## config.mk

```make
export PLATFORM = sky130hd
export DESIGN_NAME = pll_dig_loop
export DESIGN_NICKNAME = d
export VERILOG_FILES = /design/src/rtl/pll_dig_loop.sv
export SDC_FILE = /design/constraint.sdc
export NUM_CORES = 1
export LEC_CHECK = 0
export ABC_AREA = 1
export ABC_CLOCK_PERIOD_IN_PS = 10910
export CAP_MARGIN = 5
export CORE_ASPECT_RATIO = 1.5
export CORE_MARGIN = 2
export CORE_UTILIZATION = 30
export CTS_CLUSTER_DIAMETER = 200
export DETAILED_ROUTE_END_ITERATION = 10
export PLACE_DENSITY = 0.56
export SLEW_MARGIN = 20
export SYNTH_ARGS = -nofsm -noshare
export SYNTH_HDL_FRONTEND = slang
export SYNTH_SLANG_ARGS = --single-unit
```

## constraint.sdc

```tcl
create_clock -name rclk -period 10.91 [get_ports rclk]
set_input_delay 1.6365 -clock rclk [delete_from_list [all_inputs] [get_ports rclk]]
set_output_delay 1.6365 -clock rclk [all_outputs]
set_load 0.05 [all_outputs]
```

## src/rtl/pll_dig_loop.sv

```systemverilog
// rtl/pll_dig_loop.sv - digital PLL loop: binary-search frequency acquisition, then PI phase tracking.
module pll_dig_loop #(
    parameter int FBDIV_W        = 8,
    parameter int CODE_W         = 12,
    parameter int ERR_W          = 8,
    parameter int CODE_INIT      = 2048,
    parameter int KP_SHIFT       = 2,
    parameter int KI_SHIFT       = 4,
    parameter int REACQ_STEP     = 4,
    parameter int LOCK_TOL       = 2,
    parameter int LOCK_COUNT_MAX = 10
) (
    input  logic                    rclk,
    input  logic                    rst_n,
    input  logic                    en,
    input  logic                    hold,
    input  logic [FBDIV_W-1:0]      fbdiv,
    input  logic [FBDIV_W+1:0]      fb_count,
    input  logic                    fb_count_vld,
    input  logic signed [ERR_W-1:0] tdc_err,
    input  logic                    tdc_vld,
    output logic [CODE_W-1:0]       dco_code,
    output logic                    freq_lock,
    output logic                    lock,
    output logic [1:0]              state
);

    localparam int DW = FBDIV_W + 3;
    localparam int IW = CODE_W + KI_SHIFT;
    localparam int SW = IW + 2;
    localparam int CW = $clog2(LOCK_COUNT_MAX + 1);

    typedef enum logic [1:0] {
        S_IDLE  = 2'd0,
        S_FACQ  = 2'd1,
        S_TRACK = 2'd2,
        S_HOLD  = 2'd3
    } state_t;

    state_t cur_state, nxt_state;

    logic [CODE_W-1:0] step, step_n;
    logic [IW-1:0]     integ, integ_n;
    logic [CW-1:0]     lock_cnt, lock_cnt_n;
    logic [CODE_W-1:0] dco_n;
    logic              freq_lock_n, lock_n;
    logic              prev_neg, prev_neg_n;
    logic              have_prev, have_prev_n;
    logic              zero_seen, zero_seen_n;

    // Two extra bits: bit CODE_W+1 flags underflow, bit CODE_W flags overflow.
    function automatic logic [CODE_W-1:0] sat_code(input logic [CODE_W+1:0] v);
        if (v[CODE_W+1])
            return '0;
        else if (v[CODE_W])
            return '1;
        else
            return v[CODE_W-1:0];
    endfunction

    logic [DW-1:0]        target_ext, fb_ext;
    logic signed [DW-1:0] diff;
    logic                 diff_zero, diff_neg, slip;

    assign target_ext = (fbdiv == '0) ? DW'(1) : DW'(fbdiv);
    assign fb_ext     = DW'(fb_count);
    assign diff       = target_ext - fb_ext;
    assign diff_zero  = (diff == '0);
    assign diff_neg   = diff[DW-1];
    assign slip       = !(diff_zero || (diff == DW'(1)) || (diff == '1));

    logic [CODE_W-1:0] step_half, step_eff;
    logic [CODE_W+1:0] facq_sum;
    logic [CODE_W-1:0] facq_code;

    // The search step shrinks only when the frequency error changes sign.
    assign step_half = ((step >> 1) == '0) ? CODE_W'(1) : (step >> 1);
    assign step_eff  = (have_prev && (prev_neg != diff_neg)) ? step_half : step;
    assign facq_sum  = diff_neg ? ({2'b00, dco_code} - {2'b00, step_eff})
                                : ({2'b00, dco_code} + {2'b00, step_eff});
    assign facq_code = sat_code(facq_sum);

    logic [SW-1:0]           err_ext, int_sum;
    logic [IW-1:0]           integ_next;
    logic signed [ERR_W-1:0] p_err;
    logic [CODE_W+1:0]       p_ext, track_sum;
    logic [CODE_W-1:0]       track_code;
    logic [ERR_W-1:0]        err_abs;
    logic                    err_small;

    assign err_ext    = {{(SW-ERR_W){tdc_err[ERR_W-1]}}, tdc_err};
    assign int_sum    = {2'b00, integ} + err_ext;
    assign integ_next = int_sum[SW-1] ? '0 : (int_sum[SW-2] ? '1 : int_sum[IW-1:0]);
    assign p_err      = tdc_err >>> KP_SHIFT;
    assign p_ext      = {{(CODE_W+2-ERR_W){p_err[ERR_W-1]}}, p_err};
    assign track_sum  = {2'b00, integ_next[IW-1:KI_SHIFT]} + p_ext;
    assign track_code = sat_code(track_sum);
    assign err_abs    = tdc_err[ERR_W-1] ? (~tdc_err + ERR_W'(1)) : tdc_err;
    assign err_small  = (err_abs <= ERR_W'(LOCK_TOL));

    always_ff @(posedge rclk or negedge rst_n) begin
        if (!rst_n)
            cur_state <= S_IDLE;
        else
            cur_state <= nxt_state;
    end

    always_comb begin
        nxt_state = cur_state;
        if (!en) begin
            nxt_state = S_IDLE;
        end else begin
            case (cur_state)
                S_IDLE:  nxt_state = S_FACQ;
                S_FACQ:  if (fb_count_vld && diff_zero && zero_seen) nxt_state = S_TRACK;
                S_TRACK: begin
                    if (hold)
                        nxt_state = S_HOLD;
                    else if (fb_count_vld && slip)
                        nxt_state = S_FACQ;
                end
                S_HOLD:  if (!hold) nxt_state = S_TRACK;
                default: nxt_state = S_IDLE;
            endcase
        end
    end

    always_comb begin
        dco_n       = dco_code;
        step_n      = step;
        integ_n     = integ;
        lock_cnt_n  = lock_cnt;
        freq_lock_n = freq_lock;
        lock_n      = lock;
        prev_neg_n  = prev_neg;
        have_prev_n = have_prev;
        zero_seen_n = zero_seen;
        if (!en) begin
            dco_n       = CODE_W'(CODE_INIT);
            step_n      = '0;
            integ_n     = '0;
            lock_cnt_n  = '0;
            freq_lock_n = 1'b0;
            lock_n      = 1'b0;
            prev_neg_n  = 1'b0;
            have_prev_n = 1'b0;
            zero_seen_n = 1'b0;
        end else begin
            case (cur_state)
                S_IDLE: begin
                    dco_n       = CODE_W'(CODE_INIT);
                    step_n      = CODE_W'(1) << (CODE_W - 2);
                    lock_cnt_n  = '0;
                    freq_lock_n = 1'b0;
                    lock_n      = 1'b0;
                    have_prev_n = 1'b0;
                    zero_seen_n = 1'b0;
                end
                S_FACQ: begin
                    if (fb_count_vld) begin
                        if (diff_zero) begin
                            zero_seen_n = 1'b1;
                            if (zero_seen) begin
                                freq_lock_n = 1'b1;
                                integ_n     = IW'(dco_code) << KI_SHIFT;
                            end
                        end else begin
                            zero_seen_n = 1'b0;
                            step_n      = step_eff;
                            dco_n       = facq_code;
                            prev_neg_n  = diff_neg;
                            have_prev_n = 1'b1;
                        end
                    end
                end
                S_TRACK: begin
                    if (hold) begin
                        dco_n = dco_code;
                    end else if (fb_count_vld && slip) begin
                        // Cycle slip: re-acquire from the current code with a small step.
                        step_n      = CODE_W'(REACQ_STEP);
                        freq_lock_n = 1'b0;
                        lock_n      = 1'b0;
                        lock_cnt_n  = '0;
                        have_prev_n = 1'b0;
                        zero_seen_n = 1'b0;
                    end else if (tdc_vld) begin
                        integ_n = integ_next;
                        dco_n   = track_code;
                        if (!err_small)
                            lock_cnt_n = '0;
                        else if (lock_cnt != CW'(LOCK_COUNT_MAX))
                            lock_cnt_n = lock_cnt + CW'(1);
                        lock_n = (lock_cnt_n == CW'(LOCK_COUNT_MAX));
                    end
                end
                default: begin
                    dco_n = dco_code;
                end
            endcase
        end
    end

    always_ff @(posedge rclk or negedge rst_n) begin
        if (!rst_n) begin
            dco_code  <= CODE_W'(CODE_INIT);
            step      <= '0;
            integ     <= '0;
            lock_cnt  <= '0;
            freq_lock <= 1'b0;
            lock      <= 1'b0;
            prev_neg  <= 1'b0;
            have_prev <= 1'b0;
            zero_seen <= 1'b0;
        end else begin
            dco_code  <= dco_n;
            step      <= step_n;
            integ     <= integ_n;
            lock_cnt  <= lock_cnt_n;
            freq_lock <= freq_lock_n;
            lock      <= lock_n;
            prev_neg  <= prev_neg_n;
            have_prev <= have_prev_n;
            zero_seen <= zero_seen_n;
        end
    end

    assign state = cur_state;

endmodule
```

==> flow_metrics.env <==
export IMPL_status="complete, no violations"
export IMPL_avgSynthCellArea_um2=6.49
export IMPL_cts_sinks=51
export IMPL_cp_top_family="compound AO/OA/AOI/OAI gates"
export IMPL_vias=6107
export IMPL_timing_worst_setup_path_type="primary input to flip-flop"
export IMPL_crit_fanout=22
export IMPL_hold_path_class="flip-flop to flip-flop"
export IMPL_grt_use_total_pct=16.1
export IMPL_h_tree_depth=2
export IMPL_final_util_pct=34.3
export IMPL_ys_async_sr_fraction_pct=100
export IMPL_vias_per_cell=4.80
export IMPL_ff_latch_area_um2=1280
export IMPL_grt_first_pass_wirelength_um=29200
export IMPL_slew_headroom_pct=38.2
export IMPL_syn_to_final_growth_pct=12.8
export IMPL_cts_tree="built"
export IMPL_drt_total_wl_um=17500
export IMPL_drive_gt1_share_pct=5.47
export IMPL_grt_pass1_vias=6194
export IMPL_finalMaxSlewViolations=0
export IMPL_skew_ns=0.0115
export IMPL_cp_slowest_cell="o21ai_0"
export IMPL_synth_seq_cells=51
export IMPL_crit_reg2reg_launch="integ[0]$_DFFE_PN0P_"
export IMPL_cp_common_cell="nand2_1"
export IMPL_synth_warnings=0
export IMPL_synthCells=978
export IMPL_die_area_um2=22400
export IMPL_cts_buffer_depth=2
export IMPL_cts_buffers=5
export IMPL_setup_viol_count_final=0
export IMPL_ant_nets=0
export IMPL_maxCapViolCount=0
export IMPL_cp_end_kind="flip-flop"
export IMPL_hold_viol=0
export IMPL_syn_area_um2=6350
export IMPL_layout_nets=1109
export IMPL_first_iter_violations=295
export IMPL_die_h_um=182
export IMPL_core_area_um2=20900
export IMPL_met1_length_um=7160
export IMPL_worst_pin_slew_ns=0.924
export IMPL_antennaDiodeCount=0
export IMPL_fin_crit_sh_pct=64.8
export IMPL_multiInputGateArea_um2=4320
export IMPL_powerDensity_nw_per_um2=232
export IMPL_start_kind="primary input"
export IMPL_crit_start="fbdiv[5]"
export IMPL_first_pass_iters=7
export IMPL_cp_data_arrival_time_ns=7.27
export IMPL_hpwl_um=14500
export IMPL_route_met3_wl_um=289
export IMPL_power_leakage_nw=3.74
export IMPL_insertion_delay_ns=0.30
export IMPL_io_buffers=47
export IMPL_die_x_um=123
export IMPL_ys_flop_type="dfrtp_1"
export IMPL_drc_errors=0
export IMPL_initial_core_util_pct=30.4
export IMPL_seq_area_frac_synth_pct=20.1
export IMPL_grt_max_degree=52
export IMPL_crit_buf_inv=5
export IMPL_grt_overflow=0
export IMPL_period_needed_ns=7.07
export IMPL_ctsHoldBuffers=0
export IMPL_synth_cell_type_count=57
export IMPL_globalplace_congestion=0.924
export IMPL_antenna_found_initial=0
export IMPL_synth_edff_count=0
export IMPL_clockRootBuffer="clkbuf_16"
export IMPL_rows=65
export IMPL_top_layer_used="met4"
export IMPL_required_ns=11.11
export IMPL_max_freq_mhz=141
export IMPL_irDropWorstVdd_v=0.0000948
export IMPL_max_stage_delay_ns=0.60
export IMPL_ctsResizeCount=0
export IMPL_clkTransAtPathRegs_ns=0.08
export IMPL_synth_nets=1083
export IMPL_wl_per_cell_um=13.7
export IMPL_ios=48
export IMPL_rrSetupSlack_ns=6.25
export IMPL_dr_wl_met2_um=9650
export IMPL_fillCellCount=2297
export IMPL_rsz0062_at_grt="no"
export IMPL_hp_start="step[0]$_DFFE_PN0P_"
export IMPL_post_cts_buffers=0
export IMPL_finalSetupTns_ns=0
==> placed cells by master, fill, tap and decap left out, types with 4 or more instances in the layout <==
| cell | instances |
|---|---|
| nand2_1 | 284 |
| inv_1 | 154 |
| nor2_1 | 70 |
| ha_1 | 68 |
| o21ai_0 | 58 |
| dfrtp_1 | 50 |
| nand3_1 | 47 |
| clkdlybuf4s50_1 | 46 |
| a21oi_1 | 44 |
| xor2_1 | 24 |
| a31oi_1 | 16 |
| nand4_1 | 13 |
| o21ai_1 | 11 |
| xnor2_1 | 10 |
| o21ai_2 | 9 |
| nor3_1 | 8 |
| nand2_2 | 8 |
| o21bai_1 | 7 |
| o31ai_1 | 6 |
| fa_1 | 5 |
| clkbuf_16 | 5 |
| nand3_2 | 4 |
| a21oi_2 | 4 |
==> path summary, 6_finish.rpt <==
kind                                            to  depth (start not counted)
max                        dco_code[2]$_DFFE_PN0P_                         28
min in group asynchronous  lock_cnt[1]$_DFFE_PN0P_                          2
max in group asynchronous  dco_code[9]$_DFFE_PN0P_                          2
max reg2reg                dco_code[6]$_DFFE_PN0P_                         29
min reg2reg                    step[0]$_DFFE_PN0P_                          2
min                            step[0]$_DFFE_PN0P_                          2
==> final cells by class <==
class / instances / share of cell area [%]
Clock buffer: 5 / 1.75
Multi-Input combinational cell: 742 / 60.3
Clock inverter: 3 / 0.646
Inverter: 156 / 8.24
Tap cell: 268 / 4.68
Timing Repair Buffer: 48 / 6.60
Sequential cell: 51 / 17.8
==> kinds of logic (layout without fill, tap and decap cells) <==
family | after synthesis | after routing | synth area share (%)
simple gates | 454 | 454 | 30.9
buf+inv | 185 | 212 | 11.9
compound gates | 179 | 179 | 17.0
xor+xnor | 35 | 35 | 4.94
flops | 51 | 51 | 20.1
mux | 1 | 1 | 0.158
fa+ha+maj | 73 | 73 | 15.0
==> layer usage <==
layer / GRT usage (%) / up-vias
met5: 0 / -
met4: 4.46 / 0
met3: 1.13 / 18
met2: 32.8 / 79
met1: 17.1 / 2804
li1: - / 3206
==> tightest hold or removal path, delay by kind of cell (launching register included) <==
family           cells  cell delay, ns
flip-flops           1            0.35
AND/OR/NAND/NOR      2            0.11
==> where the power goes <==
group	switching [mW]	leakage, nW	internal [mW]
registers	0.0417	0.687	0.231
logic	0.779	2.98	0.415
clock network	0.0827	0.0804	0.109
==> per-stage QoR <==
stage / cell area [um2] / std cells / power, mW / setup slack [ns] / hold WS [ns]
2_1_floorplan: 6350 / 978 / 1.20 / 5.40 / 0.450
3_3_place_gp: 6990 / 1265 / 1.46 / 3.50 / 0.469
3_5_place_dp: 6990 / 1265 / 1.46 / 3.48 / 0.474
4_1_cts: 7160 / 1273 / 1.66 / 3.80 / 0.493
5_1_grt: 7160 / 1273 / 1.83 / 3.11 / 0.530
6_report: 7160 / 1273 / 1.66 / 3.84 / 0.489
==> flip-flops by register name, indices dropped and copies added, names as in the netlist, 2 cells and up <==
signal,flops
integ,16
state,2
step,12
dco_code,12
lock_cnt,4
==> synthesized netlist by cell type (2+ instances only) <==
library cell	count	area (um2)
o21a_1	2	15.0
nand2_4	3	33.8
inv_1	154	578
nand2_2	8	50.1
nand4_1	13	81.3
nand3_4	2	35.0
a211o_1	2	17.5
o21ai_0	58	290
buf_4	5	37.5
clkbuf_1	16	60.1
or2_2	3	18.8
nor2_4	3	33.8
nor2_1	70	263
fa_1	5	100
a31oi_1	16	100
o21ai_2	9	78.8
a21oi_1	44	220
xnor2_1	10	87.6
o22ai_1	2	12.5
a21o_1	3	22.5
a32oi_1	2	17.5
nor4_1	3	18.8
dfrtp_1	50	1250
buf_6	3	33.8
nand3_2	4	40.0
o21bai_1	7	52.6
buf_2	4	20.0
ha_1	68	851
nand3_1	47	235
o311ai_0	2	17.5
a221oi_1	3	26.3
xor2_1	24	210
o31ai_1	6	45.0
a21oi_2	4	35.0
o21ai_1	11	55.1
nand2_1	284	1070
nor3_1	8	40.0
Power figures use the tool's default switching activity.
